$ cat config.mk
export PLATFORM = sky130hd
export DESIGN_NAME = ultrasonic_echo_responder
export DESIGN_NICKNAME = d
export VERILOG_FILES = /design/src/rtl/ultrasonic_echo_responder.sv
export SDC_FILE = /design/constraint.sdc
export NUM_CORES = 1
export LEC_CHECK = 0
export ABC_AREA = 1
export BUFFER_PORTS_ARGS = -buffer_cell sky130_fd_sc_hd__clkbuf_2
export CAP_MARGIN = 0
export CORE_MARGIN = 2
export CORE_UTILIZATION = 30
export CTS_BUF_LIST = sky130_fd_sc_hd__clkbuf_2 sky130_fd_sc_hd__clkbuf_4 sky130_fd_sc_hd__clkbuf_8
export CTS_CLUSTER_SIZE = 28
export DETAILED_ROUTE_END_ITERATION = 8
export GPL_ROUTABILITY_DRIVEN = 0
export PLACE_DENSITY = 0.47
export REMOVE_ABC_BUFFERS = 1
export SYNTH_ARGS = -nofsm -noshare
export SYNTH_HDL_FRONTEND = slang
export SYNTH_SLANG_ARGS = --single-unit
$ cat constraint.sdc
create_clock -name clk -period 3.8 [get_ports clk]
set_input_delay 0.57 -clock clk [delete_from_list [all_inputs] [get_ports clk]]
set_output_delay 0.57 -clock clk [all_outputs]
set_load 0.005 [all_outputs]
$ cat src/rtl/ultrasonic_echo_responder.sv
// HC-SR04 sensor-side emulator: validates trigger pulses and answers with a distance-coded echo.
// Optional echo-width jitter from a 16-bit LFSR is built only when ECHO_JITTER_EN is defined.
module ultrasonic_echo_responder #(
    parameter int unsigned TRIG_MIN_CYC = 500,
    parameter int unsigned DELAY_CYC    = 25000,
    parameter int unsigned CYC_PER_CM   = 2900,
    parameter int unsigned MAX_CM       = 400,
    parameter int unsigned TIMEOUT_CYC  = 1900000,
    parameter int unsigned HOLDOFF_CYC  = 500000
`ifdef ECHO_JITTER_EN
    ,
    parameter int unsigned JITTER_CYC   = 64
`endif
) (
    input  logic       clk,
    input  logic       reset,
    input  logic       trigger,
    input  logic [8:0] dist_cm,
    output logic       echo,
    output logic       busy,
    output logic [7:0] runt_cnt
);

    typedef enum logic [2:0] {StIdle, StTrig, StBurst, StEcho, StHold} state_e;

    state_e      state_q;
    logic        trig_m;
    logic        trig_s;
    logic [31:0] cnt_q;
    logic [31:0] width_q;
    logic [31:0] dist_w;
    logic [31:0] base_w;
    logic [31:0] echo_w;
    logic        accept;

    // 2-FF synchronizer; the raw trigger is asynchronous to clk
    always_ff @(posedge clk or negedge reset) begin
        if (!reset) begin
            trig_m <= 1'b0;
            trig_s <= 1'b0;
        end else begin
            trig_m <= trigger;
            trig_s <= trig_m;
        end
    end

    assign accept = (state_q == StTrig) && !trig_s && (cnt_q >= TRIG_MIN_CYC);
    assign dist_w = 32'(dist_cm);
    assign base_w = ((dist_w == 32'd0) || (dist_w > MAX_CM)) ? TIMEOUT_CYC
                                                              : dist_w * CYC_PER_CM;

`ifdef ECHO_JITTER_EN
    logic [15:0] lfsr_q;

    // x^16 + x^14 + x^13 + x^11 + 1, advanced once per accepted trigger
    always_ff @(posedge clk or negedge reset) begin
        if (!reset) begin
            lfsr_q <= 16'hACE1;
        end else if (accept) begin
            lfsr_q <= {lfsr_q[14:0], lfsr_q[15] ^ lfsr_q[13] ^ lfsr_q[12] ^ lfsr_q[10]};
        end
    end

    assign echo_w = base_w + (32'(lfsr_q) % JITTER_CYC);
`else
    assign echo_w = base_w;
`endif

    always_ff @(posedge clk or negedge reset) begin
        if (!reset) begin
            state_q  <= StIdle;
            cnt_q    <= 32'd0;
            width_q  <= 32'd0;
            echo     <= 1'b0;
            busy     <= 1'b0;
            runt_cnt <= 8'd0;
        end else begin
            unique case (state_q)
                StIdle: begin
                    if (trig_s) begin
                        state_q <= StTrig;
                        cnt_q   <= 32'd1;
                    end
                end
                StTrig: begin
                    if (trig_s) begin
                        // saturate so a stuck-high trigger never wraps into a runt
                        if (cnt_q != 32'hFFFF_FFFF) cnt_q <= cnt_q + 32'd1;
                    end else if (accept) begin
                        state_q <= StBurst;
                        cnt_q   <= 32'd0;
                        width_q <= echo_w;
                        busy    <= 1'b1;
                    end else begin
                        state_q <= StIdle;
                        cnt_q   <= 32'd0;
                        if (runt_cnt != 8'hFF) runt_cnt <= runt_cnt + 8'd1;
                    end
                end
                StBurst: begin
                    if (cnt_q == DELAY_CYC - 32'd1) begin
                        state_q <= StEcho;
                        cnt_q   <= 32'd0;
                        echo    <= 1'b1;
                    end else begin
                        cnt_q <= cnt_q + 32'd1;
                    end
                end
                StEcho: begin
                    if (cnt_q == width_q - 32'd1) begin
                        state_q <= StHold;
                        cnt_q   <= 32'd0;
                        echo    <= 1'b0;
                    end else begin
                        cnt_q <= cnt_q + 32'd1;
                    end
                end
                StHold: begin
                    if (cnt_q == HOLDOFF_CYC - 32'd1) begin
                        state_q <= StIdle;
                        cnt_q   <= 32'd0;
                        busy    <= 1'b0;
                    end else begin
                        cnt_q <= cnt_q + 32'd1;
                    end
                end
                default: begin
                    state_q <= StIdle;
                    cnt_q   <= 32'd0;
                    echo    <= 1'b0;
                    busy    <= 1'b0;
                end
            endcase
        end
    end

endmodule

==> results.ini, run 1 <==
[sta]
setup_viol=0
maxSlewViolCount=0
fmax_ghz=0.275
final_hold_viol_count=0
fin_setup_tns_ns=0
period_share_pct=95.9
worstMarginPinSlew_ns=0.878
max_slew_margin_pct=41.4
skew_ns=0.00873
period_minus_slack_ns=3.64

[clock_tree]
cts_buffers=9
clockRootBuffer=clkbuf_8
htree_levels=3
clk_latency_ns=0.38
clk_pin_slew_worst_paths_ns=0.08
cts_sinks=66
clk_path_buf_depth=2
postCtsHoldBufs=0
cts_tree=yes

[synthesis]
yosys.cell_types.count=52
async_flop_share_pct=100
yosysWarningCount=0
synth_seq_area_share_pct=25.0
synth_edf_count=0
syn_inst=844
netlist_area_mm2=0.00660
ys.flop_type=dfrtp_1
avgSynthCellArea_um2=7.82
ys_ff_latch=66

[power_and_ir_drop]
comb_power_share_pct=56.3
power.switching_mw=1.43
seq_power_share_pct=27.0
clock_power_share_pct=16.7
swShare_pct=41.9
p_leak_nw=3.65
power_mw=3.42
peakVddDrop_mv=0.183
p_int_mw=1.98
power_density_mw_per_mm2=441

[layout]
multi_input_comb_area_mm2=0.00444
fin_nets=1005
area_delta_synth_final_pct=17.4
drive_gt1_share_pct=24.1
fill_cells=2325
diodes=0
final_area_mm2=0.00775
seqCellArea_mm2=0.00165
final_core_util_pct=35.7

[worst_setup_path]
r2r_start=width_q[2]
cp-start-kind=input port
critPathBufInv=6
cp-end-kind=flip-flop
arrival_ns=3.95
path_depth=18
path_delay_family=adder cells
r2r_cells=15
critical-path-slowest-cell=fa_1
path_class=input port to flip-flop
critPathMaxFanout=4
critical_path.max_stage_delay_ns=0.54
path_cells=clkbuf_4 -> ha_4 -> inv_1 -> fa_1 -> inv_1 -> fa_1 -> inv_1 -> fa_1 -> inv_2 -> ha_4 -> inv_2 -> o21ai_2 -> a21oi_2 -> o21ai_2 -> a21oi_1 -> o21bai_1 -> or2_2 -> a21oi_2
worstSetupStartpoint=dist_cm[2]
cp.required_ns=4.11

[hold_path]
hold_path_depth=1
worstHoldStart=trigger
holdCritPathClass=input port to flip-flop

[drt]
ant_nets=0
first_iter_violations=221
num_vias=5417
wirelength_um=16200
routedWlPerCell_um=13.5
via_per_inst=4.51
drc=0
dr.pass1.iters=4

[grt]
track_usage_pct=14.5
grt_max_degree=67
grt_pass1_vias=5508
overflow=0
grt_pass1_wl_um=27600
antenna_found_initial=0

[status]
status=completed

[flow_run]
cap_violations=0

[floorplanning]
core-area_mm2=0.0217
rows=54
die_y_um=152
ioPinCount=22
start_util_pct=30.4
dieArea_mm2=0.0232
die_w_um=152

[place]
dpl_cell_area_mm2=0.00734
portBuffers=21
dp_hpwl_um=13100

-- kinds of logic after synthesis --
kind of cell	after synthesis	share of synthesized area, %
muxes	1	0.171
buffers and inverters	171	10.8
xor gates and xnor gates	69	9.16
and+or+nand+nor	370	28.1
AOI/OAI and AO/OA	89	9.35
DFF	66	25.0
adders and majority gates	78	17.4
-- cell usage after synthesis (3+ instances only) --
cell / number / area share, %
nand3_2: 5 / 0.76
buf_2: 13 / 0.99
nand3_1: 39 / 3.0
xnor2_1: 18 / 2.4
nand4_1: 22 / 2.1
or2_2: 5 / 0.47
nor3_1: 19 / 1.4
nor2_1: 74 / 4.2
nand2_2: 7 / 0.66
o22ai_1: 5 / 0.47
nor3_4: 3 / 0.74
fa_1: 23 / 7.0
nand2_1: 153 / 8.7
nor4_1: 8 / 0.76
buf_12: 3 / 0.91
nor2_2: 18 / 1.7
o21ai_2: 30 / 4.0
a22oi_1: 3 / 0.34
xor2_1: 51 / 6.8
o21ai_0: 11 / 0.83
inv_2: 4 / 0.23
ha_1: 55 / 10
dfrtp_1: 66 / 25
inv_1: 146 / 8.3
a21oi_1: 26 / 2.0
nor3_2: 3 / 0.45
-- layout by cell type (no fill, tap or decap), types with 7 or more instances in the layout --
cell and n:
fa_1 23, a21oi_1 17, o21ai_2 34, clkbuf_8 11, dfrtp_1 66, nor4_1 8
nand3_1 38, nand2_2 10, nor2_1 74, xor2_1 51, a21oi_2 8, nand2_1 150
nor2_2 18, ha_1 45, nand4_1 22, o21ai_0 7, inv_1 138, xnor2_1 18
buf_4 62, inv_2 12, nor3_1 18, ha_4 10, clkbuf_2 16
-- cell type report --
class,instances,area share [%]
clock inverters,5,0.371
well taps,280,4.52
clock buffers,11,1.95
flip-flops and latches,66,21.3
repair buffers,80,7.23
inverters,151,7.31
multi-input cells,607,57.3
-- per-stage QoR --
stage | std cells | worst slack, ns | hold WS, ns
finish | 1200 | 0.157 | 0.292
global route | 1200 | -0.0113 | 0.281
CTS | 1200 | 0.00418 | 0.278
detailed placement | 1183 | -0.490 | 0.340
global placement | 1183 | -0.463 | 0.343
floorplan | 824 | -0.246 | 0.274
-- layer usage --
layer | global-route usage [%] | wire, um
met1 | 19.0 | 7870
met2 | 24.7 | 7730
met3 | 1.59 | 308
met4 | 5.12 | 346
met5 | 0 | 0
-- power groups by stage --
stage | combinational [mW] | sequential [mW] | clock [mW]
after detailed placement | 1.70 | 0.940 | 0
after CTS | 1.74 | 0.927 | 0.588
after global routing | 2.19 | 0.948 | 0.617
after global placement | 1.69 | 0.940 | 0
after floorplan | 1.06 | 0.915 | 0
final | 1.92 | 0.924 | 0.569
-- final timing paths --
path	slack, ns	end
worst max-delay path	0.16	width_q[19]
worst min-delay path	0.29	trig_m
worst max register to register	1.04	cnt_q[24]
worst min register to register	0.36	trig_s
max in group asynchronous	2.91	width_q[3]
min in group asynchronous	0.31	cnt_q[27]
-- what timing repair did --
action / CTS / global route
resized for setup: 4 / 49
setup buffers: 1 / 0
pin swaps: 1 / 13
setup endpoints to repair: 3 / 8
-- sequential cells by signal, summed over array words and instances, names as in the netlist --
signal,cells
width_q,19
runt_cnt,8
state_q,3
cnt_q,32
trig_s,1
trig_m,1
busy,1
echo,1
Note: power is estimated with default switching activity, not from simulation.
==> run 2: changes to the inputs <==
==> constraint.sdc (replaced) <==
create_clock -name clk -period 4.7 [get_ports clk]
set_input_delay 0.705 -clock clk [delete_from_list [all_inputs] [get_ports clk]]
set_output_delay 0.705 -clock clk [all_outputs]
set_load 0.005 [all_outputs]
==> results.ini, run 2 (synthesis gave the netlist of run 1 again) <==
[grt]
grt_pass1_wl_um=27300
overflow=0
gr-usage-met3_pct=1.62
grt_pass1_vias=5387
grt_use_met1_pct=19.6
grtUsageMet2_pct=24.3
grt_max_degree=67
top_usage_layer=met2
track_usage_pct=14.5
antenna_found_initial=0

[floorplanning]
core-area_mm2=0.0217
die_w_um=152
rows=54
ioPinCount=22
die_y_um=152
dieArea_mm2=0.0232
start_util_pct=30.4

[drt]
drc=0
ant_nets=0
dr.pass1.iters=5
via_per_inst=4.54
wirelength_um=16100
first_iter_violations=240
num_vias=5196
routedWlPerCell_um=14.1

[place]
portBuffers=21
dp_hpwl_um=12900
place_ws_ns=0.0475

[sta]
maxSlewViolCount=0
max_slew_margin_pct=40.0
period_minus_slack_ns=4.22
rsz0062_at_grt=false
fmax_ghz=0.237
fin_ws_ns=0.485
fin_setup_tns_ns=0
period_share_pct=89.7
hold_ws_ns=0.364
skew_ns=0.0110
setup_viol=0
worstMarginPinSlew_ns=0.900
final_hold_viol_count=0

[layout]
regMostFlops=cnt_q
reg_top3=cnt_q (32), width_q (19), runt_cnt (8)
final_cell_mix=nand2_1 (153), inv_1 (146), nor2_1 (74), dfrtp_1 (66), ha_1 (55)
multi_input_comb_area_mm2=0.00423
layout.cells.most_common=nand2_1
drive_gt1_share_pct=14.8
diodes=0
seqCellArea_mm2=0.00165
fill_cells=2307
fin_nets=949
largest_reg_flops=32
final_core_util_pct=33.1
area_delta_synth_final_pct=8.82

[hold_path]
holdCritPathClass=flip-flop to flip-flop

[worst_setup_path]
arrival_ns=4.52
critical-path-slowest-cell=fa_1
cp.required_ns=5.01
path_class=input port to flip-flop
critical_path.max_stage_delay_ns=0.52
cp-end-kind=flip-flop
path_cells=clkbuf_2 -> ha_1 -> inv_1 -> fa_1 -> inv_1 -> fa_1 -> inv_1 -> fa_1 -> inv_1 -> ha_1 -> inv_1 -> nor3_1 -> a21oi_1 -> o21ai_0 -> a21oi_1 -> o21bai_1 -> or2_2 -> a21oi_1
cp-start-kind=input port
critPathMaxFanout=4
cp_common_cell=inv_1

[clock_tree]
cts_buffers=9
postCtsHoldBufs=0
clk_latency_ns=0.38
clockRootBuffer=clkbuf_8
clk_path_buf_depth=2
cts_sinks=66
htree_levels=3
cts_setup_buffers=0
cts.repair.resized=0
cts_tree=yes
clk_pin_slew_worst_paths_ns=0.08

[power_and_ir_drop]
p_leak_nw=3.40
power_density_mw_per_mm2=346
peakVddDrop_mv=0.141

[status]
status=completed

[flow_run]
cap_violations=0

run 2: cell count changes in the layout (fill, tap and decap cells not counted), sizes merged:
cell and delta:
buf -58, inv +1, clkinv -3, clkbuf +1, bufinv +3
run 2: cell type report:
type / instances / area share [%]
flip-flops and latches: 66 / 23.0
multi-input cells: 607 / 58.9
repair buffers: 24 / 1.81
clock buffers: 10 / 1.92
inverters: 151 / 7.89
clock inverters: 6 / 1.57
well taps: 280 / 4.88
run 2: metrics by stage:
stage	cell area, um^2	power (mW)	cells
floorplan	6450	1.59	824
CTS	7180	2.52	1144
global placement	6930	1.88	1128
global route	7180	2.72	1144
detailed placement	6930	1.88	1128
finish	7180	2.48	1144
run 2: routing by layer:
metal | wire, um | share of wire, %
met3 | 326 | 2.0
met2 | 7520 | 47
met4 | 332 | 2.1
met5 | 0 | 0
met1 | 7930 | 49
run 2: critical path: cells and delay by family:
family | cells | cell delay [ns]
AOI/OAI and AO/OA | 5 | 0.81
adders and majority gates | 5 | 2.22
buffers and inverters | 6 | 0.45
and+or+nand+nor | 2 | 0.33
run 2: path summary, 6_finish.rpt:
path | end | startpoint | cells past startpoint | slack [ns]
worst min-delay path | trig_s | trig_m | 0 | 0.36
max in group asynchronous | width_q[4] | reset | 1 | 3.66
min in group asynchronous | cnt_q[25] | reset | 1 | 0.46
worst min register to register | trig_s | trig_m | 0 | 0.36
worst max register to register | cnt_q[26] | width_q[2] | 15 | 1.90
worst max-delay path | width_q[19] | dist_cm[3] | 18 | 0.48
run 2: report_power, final:
group,switching (mW),internal (mW)
Combinational,0.684,0.425
Clock,0.253,0.369
Sequential,0.0996,0.650
